<file path="src/rtl/clk_mon.sv">
// Clock-health monitor: measures div_clk half-periods in clk_in cycles,
// reports full period, tracks lock, and flags illegal halves and stalls.
module clk_mon #(
    parameter int unsigned CNT_W    = 8,
    parameter int unsigned MIN_HALF = 5,
    parameter int unsigned MAX_HALF = 7,
    parameter int unsigned LOCK_CNT = 4,
    parameter int unsigned TIMEOUT  = 32
) (
    input  logic             clk_in,
    input  logic             reset,
    input  logic             div_clk,
    input  logic             clear,
    output logic [CNT_W:0]   period,
    output logic             period_valid,
    output logic             locked,
    output logic             fault,
    output logic             stall
);

    localparam int unsigned      GOOD_W      = $clog2(LOCK_CNT + 1);
    localparam int unsigned      PER_W       = CNT_W + 1;
    localparam logic [CNT_W-1:0] MIN_C       = CNT_W'(MIN_HALF);
    localparam logic [CNT_W-1:0] MAX_C       = CNT_W'(MAX_HALF);
    localparam logic [CNT_W-1:0] TO_C        = CNT_W'(TIMEOUT);
    localparam logic [CNT_W-1:0] TO_M1_C     = CNT_W'(TIMEOUT - 1);
    localparam logic [GOOD_W-1:0] LAST_GOOD_C = GOOD_W'(LOCK_CNT - 1);

    typedef enum logic [1:0] {
        IDLE    = 2'd0,
        ACQUIRE = 2'd1,
        LOCKED  = 2'd2
    } state_t;

    state_t            state_q, state_d;
    logic              s1_q, s2_q, s3_q;
    logic [CNT_W-1:0]  h_q, h_d;
    logic [GOOD_W-1:0] good_q, good_d;
    logic [CNT_W-1:0]  hi_q, hi_d;
    logic              hi_v_q, hi_v_d;
    logic [CNT_W:0]    period_q, period_d;
    logic              pv_q, pv_d;
    logic              locked_q, locked_d;
    logic              fault_q, fault_d;
    logic              stall_q, stall_d;

    logic edge_c, rise_c, legal_c, stall_ev_c;

    assign edge_c     = s2_q ^ s3_q;
    assign rise_c     = edge_c & s2_q;
    assign legal_c    = (h_q >= MIN_C) && (h_q <= MAX_C);
    assign stall_ev_c = !edge_c && (h_q == TO_M1_C);

    // Half counter restarts at 1 on an edge and saturates at TIMEOUT.
    always_comb begin
        h_d = h_q;
        if (edge_c) begin
            h_d = CNT_W'(1);
        end else if (h_q != TO_C) begin
            h_d = h_q + CNT_W'(1);
        end
    end

    // Lock FSM, half pairing and fault/stall flags.
    always_comb begin
        state_d  = state_q;
        good_d   = good_q;
        hi_d     = hi_q;
        hi_v_d   = hi_v_q;
        period_d = period_q;
        pv_d     = 1'b0;
        fault_d  = fault_q & ~clear;
        stall_d  = stall_q;

        if (stall_ev_c) begin
            state_d = IDLE;
            good_d  = '0;
            hi_v_d  = 1'b0;
            stall_d = 1'b1;
            fault_d = 1'b1;
        end else if (edge_c) begin
            stall_d = 1'b0;
            case (state_q)
                IDLE: begin
                    // First edge closes a partial half, so it is not measured.
                    state_d = ACQUIRE;
                    good_d  = '0;
                    hi_v_d  = 1'b0;
                end
                default: begin
                    if (rise_c) begin
                        if (hi_v_q) begin
                            period_d = PER_W'(hi_q) + PER_W'(h_q);
                            pv_d     = 1'b1;
                        end
                        hi_v_d = 1'b0;
                    end else begin
                        hi_d   = h_q;
                        hi_v_d = 1'b1;
                    end

                    if (legal_c) begin
                        if (state_q == ACQUIRE) begin
                            good_d = good_q + GOOD_W'(1);
                            if (good_q == LAST_GOOD_C) begin
                                state_d = LOCKED;
                            end
                        end
                    end else begin
                        fault_d = 1'b1;
                        good_d  = '0;
                        state_d = ACQUIRE;
                    end
                end
            endcase
        end

        locked_d = (state_d == LOCKED);
    end

    always_ff @(posedge clk_in or posedge reset) begin
        if (reset) begin
            state_q  <= IDLE;
            s1_q     <= 1'b0;
            s2_q     <= 1'b0;
            s3_q     <= 1'b0;
            h_q      <= CNT_W'(1);
            good_q   <= '0;
            hi_q     <= '0;
            hi_v_q   <= 1'b0;
            period_q <= '0;
            pv_q     <= 1'b0;
            locked_q <= 1'b0;
            fault_q  <= 1'b0;
            stall_q  <= 1'b0;
        end else begin
            state_q  <= state_d;
            s1_q     <= div_clk;
            s2_q     <= s1_q;
            s3_q     <= s2_q;
            h_q      <= h_d;
            good_q   <= good_d;
            hi_q     <= hi_d;
            hi_v_q   <= hi_v_d;
            period_q <= period_d;
            pv_q     <= pv_d;
            locked_q <= locked_d;
            fault_q  <= fault_d;
            stall_q  <= stall_d;
        end
    end

    assign period       = period_q;
    assign period_valid = pv_q;
    assign locked       = locked_q;
    assign fault        = fault_q;
    assign stall        = stall_q;

endmodule

</file>
<file path="config.mk">
export PLATFORM = sky130hd
export DESIGN_NAME = clk_mon
export DESIGN_NICKNAME = d
export VERILOG_FILES = /design/src/rtl/clk_mon.sv
export SDC_FILE = /design/constraint.sdc
export NUM_CORES = 1
export LEC_CHECK = 0
export CELL_PAD_IN_SITES_DETAIL_PLACEMENT = 2
export CELL_PAD_IN_SITES_GLOBAL_PLACEMENT = 2
export CORE_MARGIN = 10
export CORE_UTILIZATION = 34
export DETAILED_ROUTE_END_ITERATION = 8
export PLACE_DENSITY_LB_ADDON = 0.1
export SYNTH_ARGS = -nofsm -noshare
export SYNTH_HDL_FRONTEND = slang
export SYNTH_SLANG_ARGS = --single-unit
export TNS_END_PERCENT = 50
</file>
<file path="constraint.sdc">
create_clock -name clk_in -period 1.85 [get_ports clk_in]
set_clock_uncertainty 0.05 [all_clocks]
set_input_delay 0.37 -clock clk_in [delete_from_list [all_inputs] [get_ports clk_in]]
set_output_delay 0.37 -clock clk_in [all_outputs]
set_load 0.01 [all_outputs]
</file>
==> run summary <==
nature of the critical path endpoint = register
final hold vios = 0
# clock sinks = 38
Sequential Power Share = 43.4%
Synth cell types = 44
# diodes = 0
Clock transition at path regs = 70 ps
Mapped Nets = 208
min-delay worst type = register to register
Tcrit/Tclk final = 107%
async set-reset flop share out of synthesis = 100%
clk root buf = clkbuf_8
max-cap violations = 0
first-pass GRT wire length = 8630 um
hold_ws = 319 ps
row count = 27
Sw Share = 30.2%
drt wl/cell = 16.8 um
Max VDD drop = 340 uV
drt drc = 0
syn avg cell area = 10.6 sq um
Non-Filler Instances = 314
die width = 96.5 um
die span in y = 96.5 um
Pre-Repair DR Iteration Count = 3
commonest non-fill, non-tap cell in the layout = dfrtp_1
DP Area = 0.00248 sq mm
Mapped Area = 0.00199 sq mm
PD cells = 831 mW/mm^2
violated checks = negative setup slack
startpoint class of the critical path = register
cell count after synthesis = 188
worst setup margin = -126 ps
outcome = complete, but fails checks
pre-CTS WS = -238 ps
worst slew pin tran = 276 ps
Clk Latency, worst-skew pair = 290 ps
combinational power share = 33.1%
Total Neg Setup Slack = -1140 ps
num ports = 17
max_slew headroom = 81.6%
synthesized flop and latch total = 38
vias in the first global route = 1781
WP data required = 2010 ps
post-layout min period = 1980 ps
net load switching power = 0.694 mW
top_reg_cell synth = dfrtp_1
# port buffers = 16
RSZ-0062 raised after global routing = true
leakage power = 1.30 nW
placed insts = 299
GPL Wtd Cong = 0.795
final instance area = 0.00277 sq mm
CTS tree = yes
die area = 0.00932 sq mm
drt via density = 4.90
design internal power = 1.61 mW
Max Root-Sink Buffers = 2
Layout area overhead = 38.9%
Final Power = 2.30 mW
peak fanout along the critical path = 3
final core occ = 49.4%
Fmax = 0.506 GHz
Arr. time, crit path = 2140 ps
fillers = 595
Final Max Slew Viols = 0
HPWL after detailed placement = 3900 um
total CTS buffers = 5
Post-synth EDFFs = 0
Clk network pwr share = 23.5%
Detail Route Antenna Nets = 0
Synth warnings = 0
gr ovfl total = 0
vias after detailed routing = 1538
Total Wirelength = 5290 um
share of layout cells above drive strength 1 = 33.5%
most frequent cells in the layout = dfrtp_1, buf_4, nand2_1
initial antenna violation count = 0
setup violators final = 13
CORE AREA = 0.00561 sq mm
sequential share of the synthesized area = 47.8%
H-tree depth = 2
initial DRC count = 21
critical path type = register to register
largest net degree at the start of global routing = 39
cts hold-fix bufs = 0
initial core utilization = 35.5%
all-layer global routing usage = 11.9%
Nets = 262
==> Yosys cell counts (all sizes together), types with 2 or more instances <==
master | number | area (sq um)
inv | 14 | 52.6
nand3 | 6 | 30.0
dfrtp | 37 | 926
xnor2 | 5 | 43.8
nand2 | 19 | 71.3
o21a | 4 | 30.0
nand2b | 2 | 12.5
xor2 | 6 | 52.6
buf | 3 | 23.8
o22ai | 3 | 18.8
nor2 | 13 | 48.8
mux2i | 2 | 20.0
a21oi | 7 | 35.0
and3 | 2 | 12.5
and2 | 6 | 38.8
ha | 15 | 188
clkbuf | 3 | 11.3
o32ai | 2 | 17.5
nor2b | 2 | 12.5
o21ai | 10 | 50.0
mux2 | 7 | 105
nor3 | 3 | 15.0
==> power by group through the flow <==
stage               Combinational (mW)  Clock, mW  Sequential, mW
finish                           0.760      0.541           0.998
global route                     0.835      0.597            1.01
CTS                              0.716      0.574            1.00
detailed placement               0.664          0            1.02
global placement                 0.628          0            1.00
floorplan                        0.306          0            1.03
==> area by class of cell <==
type,instances,area (sq um),share of cell area (%)
clock buffer,7,76.3,2.76
timing repair buffer,53,467,16.9
inverter,14,52.6,1.90
tap,72,90.1,3.25
multi-input combinational,130,1130,40.8
sequential,38,953,34.4
==> flip-flops by register name (all words and copies together), names as in the netlist <==
name / count
fault: 1
good_q: 3
h_q: 8
hi_q: 8
hi_v_q: 1
locked: 1
period: 9
period_valid: 1
s1_q: 1
s2_q: 1
s3_q: 1
stall: 1
state_q: 2
==> worst max-delay path, cell delays in order (launching register included) <==
cell and delay [ps]:
dfstp_2 580, ha_4 150, inv_2 30, fa_2 360, nor2b_4 140, o31ai_2 80
a21oi_2 230, a2111oi_4 100, nor3_2 170
==> what timing repair did <==
item	4_1_cts	5_1_grt
buffers inserted	5	4
resized for setup	19	17
setup endpoints to repair	15	24
pin swaps	6	10
==> worst paths after layout <==
check / start / to / slack, ps / cells after the start
min: s1_q / s2_q / 320 / 0
max: h_q[0] / period[8] / -130 / 8
max reg2reg: h_q[0] / period[8] / -130 / 8
max in group asynchronous: reset / h_q[0] / 1130 / 3
min in group asynchronous: reset / hi_q[0] / 380 / 3
min reg2reg: s1_q / s2_q / 320 / 0
==> layer usage <==
metal	wire length, um	share of wire, %	vias up	track usage (%)
met5	0	0	-	0
met4	60	1.1	0	3.27
met3	213	4.0	8	3.39
met2	2740	52	20	21.3
met1	2270	43	764	13.4
li1	-	-	746	-
==> cell families after synthesis <==
group,after synthesis,share of synthesized area [%]
AOI/OAI and AO/OA,36,11.5
adders and majority gates,16,10.4
muxes,9,6.28
buffers and inverters,20,4.40
and+or+nand+nor,58,14.8
xor gates and xnor gates,11,4.84
DFF,38,47.8
Power figures use the tool's default switching activity.
